[src/rtl/noc_arb_pkg.sv]
// Shared types and defaults for the NoC round-robin output arbiter.
package noc_arb_pkg;

   localparam int unsigned ARB_NUM_PORTS = 5;
   localparam int unsigned ARB_MAX_HOLD  = 8;

   typedef enum logic [0:0] {
      ST_IDLE = 1'b0,
      ST_OWN  = 1'b1
   } arb_state_e;

   // Width of a binary port index; never narrower than one bit.
   function automatic int unsigned idx_w(input int unsigned n);
      if (n > 2) return $clog2(n);
      else       return 1;
   endfunction

endpackage

[src/rtl/noc_rr_pick.sv]
// Combinational rotate-priority finder: first set req bit at or after start, with wrap.
module noc_rr_pick #(
   parameter int unsigned N = 5,
   parameter int unsigned W = 3
) (
   input  logic [N-1:0] req,
   input  logic [W-1:0] start,
   output logic         found,
   output logic [W-1:0] idx
);

   logic [W-1:0] cand;

   always_comb begin
      found = 1'b0;
      idx   = '0;
      cand  = '0;
      for (int unsigned i = 0; i < N; i++) begin
         cand = W'((32'(start) + i) % N);
         if (!found && req[cand]) begin
            found = 1'b1;
            idx   = cand;
         end
      end
   end

endmodule

[src/rtl/noc_rr_arbiter.sv]
// Round-robin output-port arbiter with sticky ownership and rts/dcts flit handshake.
// Optional hold limit on consecutive wins is enabled by defining NOC_ARB_HOLD_LIMIT_EN.
module noc_rr_arbiter
   import noc_arb_pkg::*;
#(
   parameter int unsigned NUM_PORTS = ARB_NUM_PORTS,
   parameter int unsigned MAX_HOLD  = ARB_MAX_HOLD
) (
   input  logic                 clk,
   input  logic                 rst,
   input  logic [NUM_PORTS-1:0] req,
   input  logic                 dcts,
   output logic                 rts,
   output logic [NUM_PORTS-1:0] grant,
   output logic [NUM_PORTS-1:0] xbar_sel
);

   localparam int unsigned   IW       = idx_w(NUM_PORTS);
   localparam logic [IW-1:0] LAST_IDX = IW'(NUM_PORTS - 1);

   if (NUM_PORTS < 2 || NUM_PORTS > 16 || MAX_HOLD < 1 || MAX_HOLD > 255) begin : g_bad_cfg
      $error("noc_rr_arbiter: NUM_PORTS must be 2..16 and MAX_HOLD 1..255");
   end

   function automatic logic [IW-1:0] wrap_inc(input logic [IW-1:0] x);
      return (x == LAST_IDX) ? '0 : x + 1'b1;
   endfunction

   arb_state_e           state, state_n;
   logic                 rts_n;
   logic [IW-1:0]        owner, owner_n;
   logic [IW-1:0]        ptr, ptr_n;
   logic                 fresh, fresh_n;
   logic [IW-1:0]        start_idx;
   logic                 pick_found;
   logic [IW-1:0]        pick_idx;
   logic [NUM_PORTS-1:0] owner_oh;

`ifdef NOC_ARB_HOLD_LIMIT_EN
   localparam int unsigned   HW       = $clog2(MAX_HOLD + 1);
   localparam logic [HW-1:0] HOLD_MAX = HW'(MAX_HOLD);
   logic [HW-1:0] hold, hold_n;
`endif

   assign owner_oh = {{(NUM_PORTS-1){1'b0}}, 1'b1} << owner;
   assign xbar_sel = (state == ST_OWN) ? owner_oh : '0;
   assign grant    = xbar_sel & {NUM_PORTS{rts & dcts & ~rst}};

   // Search origin: after the last owner when idle, the owner itself while owning.
   always_comb begin
      if (state == ST_IDLE) start_idx = wrap_inc(ptr);
      else                  start_idx = owner;
`ifdef NOC_ARB_HOLD_LIMIT_EN
      if (state == ST_OWN && hold == HOLD_MAX && |(req & ~owner_oh))
         start_idx = wrap_inc(owner);
`endif
   end

   noc_rr_pick #(
      .N (NUM_PORTS),
      .W (IW)
   ) u_pick (
      .req   (req),
      .start (start_idx),
      .found (pick_found),
      .idx   (pick_idx)
   );

   // Next state: the first OWN cycle only raises rts; later gap cycles re-arbitrate.
   always_comb begin
      state_n = state;
      rts_n   = rts;
      owner_n = owner;
      ptr_n   = ptr;
      fresh_n = fresh;
`ifdef NOC_ARB_HOLD_LIMIT_EN
      hold_n  = hold;
`endif
      case (state)
         ST_IDLE: begin
            rts_n = 1'b0;
            if (pick_found) begin
               state_n = ST_OWN;
               owner_n = pick_idx;
               ptr_n   = pick_idx;
               fresh_n = 1'b1;
`ifdef NOC_ARB_HOLD_LIMIT_EN
               hold_n  = HW'(1);
`endif
            end
         end
         ST_OWN: begin
            if (rts) begin
               if (dcts) rts_n = 1'b0;
            end else if (fresh) begin
               rts_n   = 1'b1;
               fresh_n = 1'b0;
            end else if (!pick_found) begin
               state_n = ST_IDLE;
               ptr_n   = owner;
            end else begin
               rts_n = 1'b1;
               if (pick_idx != owner) begin
                  owner_n = pick_idx;
                  ptr_n   = pick_idx;
`ifdef NOC_ARB_HOLD_LIMIT_EN
                  hold_n  = HW'(1);
               end else if (hold != HOLD_MAX) begin
                  hold_n  = hold + 1'b1;
`endif
               end
            end
         end
         default: begin
            state_n = ST_IDLE;
            rts_n   = 1'b0;
         end
      endcase
   end

   always_ff @(posedge clk) begin
      if (rst) begin
         state <= ST_IDLE;
         rts   <= 1'b0;
         owner <= '0;
         ptr   <= LAST_IDX;
         fresh <= 1'b0;
      end else begin
         state <= state_n;
         rts   <= rts_n;
         owner <= owner_n;
         ptr   <= ptr_n;
         fresh <= fresh_n;
      end
   end

`ifdef NOC_ARB_HOLD_LIMIT_EN
   always_ff @(posedge clk) begin
      if (rst) hold <= '0;
      else     hold <= hold_n;
   end
`endif

endmodule

[config.mk]
export PLATFORM = sky130hd
export DESIGN_NAME = noc_rr_arbiter
export DESIGN_NICKNAME = d
export VERILOG_FILES = /design/src/rtl/noc_arb_pkg.sv /design/src/rtl/noc_rr_pick.sv /design/src/rtl/noc_rr_arbiter.sv
export SDC_FILE = /design/constraint.sdc
export NUM_CORES = 1
export LEC_CHECK = 0
export BUFFER_PORTS_ARGS = -buffer_cell sky130_fd_sc_hd__buf_4
export CAP_MARGIN = 20
export CORE_MARGIN = 2
export CORE_UTILIZATION = 50
export CTS_CLUSTER_DIAMETER = 120
export CTS_CLUSTER_SIZE = 12
export DETAILED_ROUTE_END_ITERATION = 8
export PLACE_DENSITY = 0.81
export SLEW_MARGIN = 20
export SYNTH_ARGS = -nofsm -noshare
export SYNTH_HDL_FRONTEND = slang
export SYNTH_HIERARCHICAL = 1
export SYNTH_SLANG_ARGS = --single-unit
[constraint.sdc]
create_clock -name clk -period 5.2 [get_ports clk]
set_input_delay 0.78 -clock clk [delete_from_list [all_inputs] [get_ports clk]]
set_output_delay 0.78 -clock clk [all_outputs]
set_load 0.005 [all_outputs]
==> results_dict.tcl, run 1 <==
set metrics [dict create \
    hp-class "reg2reg" \
    fin_cells 373 \
    drtIter0Drc 159 \
    synth_edf_count 0 \
    cts_tree "done" \
    ys_seq_elements 9 \
    dr.pass1.iters 5 \
    fin_worst_skew_ns 0.0007712 \
    min_period_ns 4.911 \
    finalWeightedCongestion 0.9072 \
    grt_pass1_vias 2186 \
    detail_route.wl_per_cell_um 14.57 \
    initial_core_util_pct 51.11 \
    outcome "finished, final reports clean" \
    grt_usage_pct 22.61 \
    arrival_ns 5.03 \
    synth_top_area_share_pct 9.692 \
    die_area_mm2 0.004935 \
    drive_above_1_share_pct 22.43 \
    portBuffers 18 \
    grt_overflow_total 0 \
    routed-via-count 2267 \
    clock-sinks 9 \
    max-cap-violations 0 \
    setup_tns_ns 0 \
    crit_path_end_kind "register" \
    grt_max_degree 21 \
    fin_nets 347 \
    cts_buffers 3 \
    max_freq_mhz 203.6 \
    diodes 0 \
    cts_buffer_depth 2 \
    worst_slew_pin_slew_ns 0.6219 \
    yosys.area.top_type "ha_1" \
    preCtsSetupSlack_ns 0.1782 \
    route.detailed.drc 0 \
    viasPerCell 6.078 \
    critPathMaxFanout 7 \
    fin_ws_ns 0.2886 \
    root_buffer "clkbuf_8" \
    htree_levels 1 \
    die_h_um 70.25 \
    fin_crit_sh_pct 94.45 \
    drv_slew 0 \
    core_mm2 0.004294 \
    ant_nets 0 \
    ios 19 \
    ctsHoldBuffers 0 \
    syn_area_per_cell_um2 7.291 \
    async_flop_share_pct 0 \
    required_ns 5.32 \
    cp-start-kind "register" \
    wl_mm 5.435 \
    synth_area_leaders "ha_1 (9.7%), dfxtp_1 (8.2%), mux2i_1 (7.3%)" \
    syn_inst 301 \
    path_class "reg2reg" \
    slew_headroom_pct 58.22 \
    die_width_um 70.25 \
    syn_to_final_growth_pct 13.91 \
    final_hold_viol_count 0 \
    ys_warn_count 6 \
    path_clk_slew_ns 0.04 \
    synth_fp_nets 326 \
    setup_viol 0 \
    grt_pass1_wl_mm 9.487 \
    synth-seq-area-share_pct 8.210 \
    grt_antenna_before_repair 0 \
    hpwl_mm 4.173 \
    syn-cell-area_mm2 0.002195 \
    dp_cells 364 \
    rsz0062_at_grt "false" \
    synth.distinct_cells 65 \
    synth-main-ff-cell "dfxtp_1" \
    fp-row-count 24 \
    clock_latency_ns 0.23 \
]
[cell usage after synthesis (3+ instances only)]
cell	number
or4_1	3
mux2_2	5
or3_1	6
o21ai_1	5
mux2i_1	16
and2_1	3
clkbuf_1	3
nor2_1	22
o211ai_1	3
nand2b_1	11
ha_1	17
buf_1	3
buf_2	9
nor3b_1	5
a21o_1	5
o21ai_0	13
nor3_1	11
nand3b_1	3
nand3_1	20
o211a_1	3
nand2_1	25
and3_1	4
nor2b_1	8
inv_1	12
xnor2_1	5
a21oi_2	3
a21oi_1	18
xor2_1	3
dfxtp_1	9
[logic make-up (layout without fill, tap and decap cells)]
family          count (synthesis)  after routing  share of synthesized area [%]
compound gates                 76             76                          25.20
xor+xnor                        9              9                          4.447
fa+ha+maj                      17             17                          9.692
buf+inv                        33             53                          6.841
flops                           9              9                          8.210
mux                            24             24                          12.03
simple gates                  133            133                          33.58
[final timing paths]
check | startpoint | cells past startpoint | slack, ns | end
setup / recovery | ptr[0] | 24 | 0.29 | ptr[2]
hold / removal | ptr[1] | 2 | 0.50 | ptr[1]
setup reg to reg | ptr[0] | 24 | 0.29 | ptr[2]
hold reg to reg | ptr[1] | 2 | 0.50 | ptr[1]
[stage by stage]
stage	area (um^2)	util, %	hold WS [ns]
detailed placement	2396	55.80	0.4934
global placement	2396	55.80	0.4934
CTS	2441	56.85	0.5053
finish	2500	58.22	0.4999
floorplan	2220	-	0.4686
global route	2500	58.22	0.5335
[per-layer routing]
metal  vias up  wire length [um]  GRT usage, %
li1       1136                 -             -
met1      1051              2424         28.31
met2        74              2678         41.93
met3         6               266         1.010
met4         0                65         5.769
met5         -                 0             0
[state kept, by name, indices dropped and copies added (netlist names)]
| register | flops |
|---|---|
| fresh | 1 |
| state | 1 |
| rts | 1 |
| ptr | 3 |
| owner | 3 |
[placed cells by master, fill, tap and decap left out, types with 6 or more instances in the layout]
cell       n
o21ai_0   11
buf_4     34
or3_1      6
nor3_1    10
nand2_1   25
nand3_1   20
inv_1     12
a21oi_1   16
ha_1      15
nor2_1    22
nor2b_1    7
o21ai_1    7
mux2i_1   15
dfxtp_1    8
nand2b_1  11
[repair_timing]
action	CTS	global route
setup buffers	0	5
resized for setup	0	7
setup endpoints to repair	0	3
[worst max-delay path: stages, from the launching register on]
cell      delay [ns]
dfxtp_2         0.33
inv_1           0.06
ha_1            0.20
a211oi_1        0.23
a21o_1          0.15
clkinv_2        0.06
ha_2            0.21
inv_1           0.06
ha_1            0.23
inv_1           0.08
ha_1            0.13
inv_1           0.04
ha_1            0.28
nor2b_2         0.14
o211ai_1        0.12
o211ai_2        0.30
mux2i_1         0.27
a2bb2o_4        0.24
o31ai_4         0.33
and4b_1         0.25
a21oi_2         0.18
xor2_1          0.21
nor4_2          0.08
or4_1           0.50
o31a_1          0.11
[layout make-up]
class	instances	area, um^2
clock buffer	4	45.04
fill	391	1794
inverter	15	57.56
multi-input combinational	259	1896
sequential	9	181.4
tap	52	65.06
timing repair buffer	34	255.2
Power of run 1 is not shown: default switching activity piles up to over one toggle a cycle in this logic, so the estimate is an artifact.
==> run 2: changes to the inputs <==
--- a/config.mk
+++ b/config.mk
@@ -7,14 +7,14 @@
 export LEC_CHECK = 0
 export BUFFER_PORTS_ARGS = -buffer_cell sky130_fd_sc_hd__buf_4
 export CAP_MARGIN = 20
-export CORE_MARGIN = 2
 export CORE_UTILIZATION = 50
 export CTS_CLUSTER_DIAMETER = 120
 export CTS_CLUSTER_SIZE = 12
 export DETAILED_ROUTE_END_ITERATION = 8
-export PLACE_DENSITY = 0.81
+export PLACE_DENSITY = 0.71
 export SLEW_MARGIN = 20
 export SYNTH_ARGS = -nofsm -noshare
 export SYNTH_HDL_FRONTEND = slang
 export SYNTH_HIERARCHICAL = 1
 export SYNTH_SLANG_ARGS = --single-unit
+export TNS_END_PERCENT = 1
==> results_dict.tcl, run 2 (same netlist as run 1, synthesis figures left out) <==
set metrics [dict create \
    drive_above_1_share_pct 22.43 \
    clock_latency_ns 0.23 \
    route.detailed.drc 0 \
    final_hold_viol_count 0 \
    hpwl_mm 4.241 \
    mostFrequentLayoutCells "buf_4 (33), nand2_1 (24), nor2_1 (22)" \
    crit_path_end_kind "register" \
    ant_nets 0 \
    crit_path_frequent_cell "ha_1" \
    critPathMaxFanout 14 \
    die_width_um 68.25 \
    reg2reg_from "ptr[0]" \
    grt_overflow_total 0 \
    syn_to_final_growth_pct 13.80 \
    crit_slowest_cell "or4_1" \
    grt_pass1_wl_mm 9.280 \
    diodes 0 \
    slew_headroom_pct 60.19 \
    grt_max_degree 20 \
    outcome "finished, final reports clean" \
    slowest_delay_ns 0.52 \
    dr.pass1.iters 4 \
    detail_route.wl_per_cell_um 14.86 \
    min_from "ptr[1]" \
    drv_slew 0 \
    grt_pass1_vias 2065 \
    root_buffer "clkbuf_8" \
    r2r_end "ptr[0]" \
    cp-start-kind "register" \
    max_freq_mhz 202.7 \
    grt_antenna_before_repair 0 \
    final_common_cell "buf_4" \
    fin_crit_sh_pct 94.86 \
    setup_tns_ns 0 \
    fin_nets 347 \
    fin_worst_skew_ns 0.006193 \
    max-cap-violations 0 \
    cts_buffer_depth 2 \
    die_h_um 68.25 \
    fp-row-count 23 \
    cts_tree "done" \
    whs_path_depth 2 \
    arrival_ns 5.06 \
    die_area_mm2 0.004658 \
    portBuffers 18 \
    routed-via-count 2280 \
    viasPerCell 6.146 \
    finalWeightedCongestion 0.9067 \
    cts_buffers 3 \
    path_clk_slew_ns 0.05 \
    grt_usage_pct 25.74 \
    hp-class "reg2reg" \
    htree_levels 1 \
    path_class "reg2reg" \
    crit_chain "inv_1 -> ha_1 -> inv_1 -> o21ai_1 -> buf_4 -> ha_1 -> xnor2_4 -> nand2_1 -> ha_1 -> nand2b_1 -> a22oi_1 -> o22ai_1 -> and3_1 -> nor4_4 -> nor3b_1 -> o32ai_1 -> a32oi_2 -> xor2_1 -> nor4_2 -> or4_1 -> o31ai_1" \
    ios 19 \
    clock-sinks 9 \
    r2r_cells 21 \
    core_mm2 0.004115 \
    setup_viol 0 \
    drtIter0Drc 189 \
    reg2reg_slack_ns 0.27 \
    wl_mm 5.514 \
    min_period_ns 4.933 \
    initial_core_util_pct 53.33 \
    holdPathEnd "ptr[1]" \
    worst_slew_pin_slew_ns 0.5925 \
    required_ns 5.33 \
    reg_top3 "owner: 3 flops, ptr: 3 flops" \
]
[run 2: how the worst max path moves through the flow]
stage	startpoint	endpoint	slack (ns)	cells after the start
final	ptr[0]	ptr[0]	0.27	21
after global routing	ptr[0]	ptr[0]	-0.004	21
after CTS	ptr[0]	ptr[2]	0.20	24
after detailed placement	ptr[0]	ptr[2]	0.18	24
after global placement	ptr[0]	ptr[2]	0.34	21
after floorplan	ptr[0]	ptr[2]	0.02	27
[run 2: area by class of cell]
type	count	area, um^2
Multi-Input combinational cell	259	1892
Clock buffer	4	45.04
Tap cell	50	62.56
Inverter	15	57.56
Sequential cell	9	181.4
Fill cell	377	1618
Timing Repair Buffer	34	259.0
[run 2: timing repair]
item                                    CTS  global route
buffers inserted                          0             3
hold buffers                              0             0
gates resized for setup                   0             8
endpoints found under the setup margin    0             3
[run 2: critical path: cells and delay by family, from the launching register on]
kind                     cells  cell delay, ns
adder cells (fa/ha/maj)      3            0.88
buffers and inverters        3            0.36
AO/OA/AOI/OAI                6            1.05
flip-flops                   1            0.34
XOR/XNOR                     2            0.38
AND/OR/NAND/NOR              7            1.81
[run 2: through the flow]
| step | cell area, um^2 | utilization [%] | instances | setup slack (ns) | hold slack (ns) |
|---|---|---|---|---|---|
| finish | 2497 | 60.69 | 371 | 0.2675 | 0.5143 |
| global route | 2497 | 60.69 | 371 | -0.003760 | 0.5420 |
| CTS | 2454 | 59.62 | 368 | 0.1957 | 0.5091 |
| detailed placement | 2409 | 58.53 | 364 | 0.1838 | 0.5022 |
| global placement | 2409 | 58.53 | 364 | 0.3410 | 0.4951 |
| floorplan | 2220 | - | 301 | 0.01552 | 0.4686 |
[run 2: metal layers]
layer  global-route usage [%]  part of all wire (%)  wire (um)  vias up
li1                         -                     -          -     1141
met1                    31.95                    46       2510     1073
met2                    46.20                    50       2745       58
met3                    2.000                   3.4        188        8
met4                    8.333                   1.3         70        0
met5                        0                     0          0        -
Power of run 2 is left out for the same reason.
==> run 3: changes to the inputs <==
--- a/config.mk
+++ b/config.mk
@@ -11,7 +11,8 @@
 export CTS_CLUSTER_DIAMETER = 120
 export CTS_CLUSTER_SIZE = 12
 export DETAILED_ROUTE_END_ITERATION = 8
-export PLACE_DENSITY = 0.71
+export PLACE_DENSITY = 0.69
+export REMOVE_ABC_BUFFERS = 1
 export SLEW_MARGIN = 20
 export SYNTH_ARGS = -nofsm -noshare
 export SYNTH_HDL_FRONTEND = slang
==> constraint.sdc (replaced) <==
create_clock -name clk -period 5.9 [get_ports clk]
set_input_delay 0 -clock clk [delete_from_list [all_inputs] [get_ports clk]]
set_output_delay 0 -clock clk [all_outputs]
set_load 0.005 [all_outputs]
==> results_dict.tcl, run 3 (same netlist as run 1, synthesis figures left out) <==
set metrics [dict create \
    syn_to_final_growth_pct 9.920 \
    outcome "finished, final reports clean" \
    cts_setup_buffers 0 \
    drv_slew 0 \
    critPathMaxFanout 9 \
    setup_tns_ns 0 \
    grt_pass1_vias 1904 \
    path_class "reg2reg" \
    clock_latency_ns 0.24 \
    initial_core_util_pct 53.33 \
    root_buffer "clkbuf_8" \
    ant_nets 0 \
    die_area_mm2 0.004658 \
    die_width_um 68.25 \
    min_period_ns 5.414 \
    fin_nets 340 \
    ctsHoldBuffers 0 \
    worst_slew_pin_slew_ns 0.5468 \
    final_common_cell "buf_4" \
    max_freq_mhz 184.7 \
    grt_usage_pct 25.47 \
    grt_pass1_wl_mm 9.142 \
    rsz0062_at_grt "false" \
    route.detailed.drc 0 \
    finalWeightedCongestion 0.8937 \
    path_clk_slew_ns 0.05 \
    hp-class "in2reg" \
    preCtsSetupSlack_ns 0.4946 \
    clock-sinks 9 \
    grt_overflow_total 0 \
    cts_buffers 3 \
    fin_worst_skew_ns 0.003527 \
    detail_route.wl_per_cell_um 15.15 \
    core_mm2 0.004115 \
    multi_input_area_mm2 0.001864 \
    routed-via-count 2217 \
    reg_top3 "owner: 3 flops, ptr: 3 flops" \
    max-cap-violations 0 \
    cp-start-kind "register" \
    diodes 0 \
    cts_buffer_depth 2 \
    fin_ws_ns 0.4857 \
    final_hold_viol_count 0 \
    regArea_um2 180.2 \
    hpwl_mm 4.229 \
    arrival_ns 5.54 \
    mostFrequentLayoutCells "buf_4 (27), nand2_1 (25), nor2_1 (22)" \
    cts_tree "done" \
    wl_mm 5.513 \
    slew_headroom_pct 63.16 \
    fp-row-count 23 \
    required_ns 6.02 \
    crit_path_end_kind "register" \
    drtIter0Drc 124 \
    grt_antenna_before_repair 0 \
    grt_max_degree 21 \
    cts_resized 0 \
    setup_viol 0 \
    ios 19 \
    portBuffers 18 \
    viasPerCell 6.091 \
    nFillCells 395 \
    htree_levels 1 \
    die_h_um 68.25 \
    dr.pass1.iters 4 \
    drive_above_1_share_pct 17.83 \
    fin_crit_sh_pct 91.77 \
]
run 3: changes by cell type in the layout (fill, tap and decap cells not counted), sizes merged:
cell    previous run  this run
clkinv             1         2
clkbuf             4         3
buf               34        27
run 3: layout make-up:
class                   instances  share of cell area, %
clock inverters                 1                 0.2075
inverters                      15                  2.334
flip-flops and latches          9                  7.469
clock buffers                   3                  1.712
repair buffers                 27                  8.402
multi-input cells             259                  77.28
well taps                      50                  2.593
run 3: routing by layer:
layer	global-route usage [%]	vias up	part of all wire, %	wire length (um)
met5	0	-	0	0
met4	3.646	0	0.22	12
met3	5.500	2	4.8	265
met2	40.44	38	45	2489
met1	35.54	1053	50	2744
li1	-	1124	-	-
run 3: worst max-delay path: stages, from the launching register on:
cell and delay, ns:
dfxtp_1 0.34, inv_1 0.07, ha_1 0.28, inv_1 0.05
o21ai_1 0.06, inv_1 0.22, ha_1 0.28, inv_1 0.06
ha_1 0.44, inv_1 0.10, ha_1 0.18, inv_1 0.05
ha_1 0.21, nor2b_1 0.19, o211ai_1 0.13, o211ai_2 0.33
mux2i_1 0.26, a2bb2o_4 0.24, o31ai_4 0.35, and4b_1 0.25
a21oi_1 0.27, xor2_1 0.21, nor4_2 0.07, or4_1 0.51
o31a_1 0.12
run 3: stage by stage:
stage / cells / instance area (um^2) / utilization [%] / hold slack, ns
detailed placement: 360 / 2366 / 57.49 / 0.2728
CTS: 364 / 2412 / 58.62 / 0.02027
floorplan: 283 / 2101 / - / 0.06907
finish: 364 / 2412 / 58.62 / 0.03359
global placement: 360 / 2366 / 57.49 / 0.2706
global route: 364 / 2412 / 58.62 / 0.03401
run 3: final timing paths:
path              slack (ns)       end  cells past startpoint  startpoint
hold reg to reg         0.50    ptr[1]                      2      ptr[1]
hold / removal          0.03  owner[1]                      2         rst
setup reg to reg        0.49    ptr[2]                     24      ptr[0]
setup / recovery        0.49    ptr[2]                     24      ptr[0]
Power of run 3 is left out for the same reason.
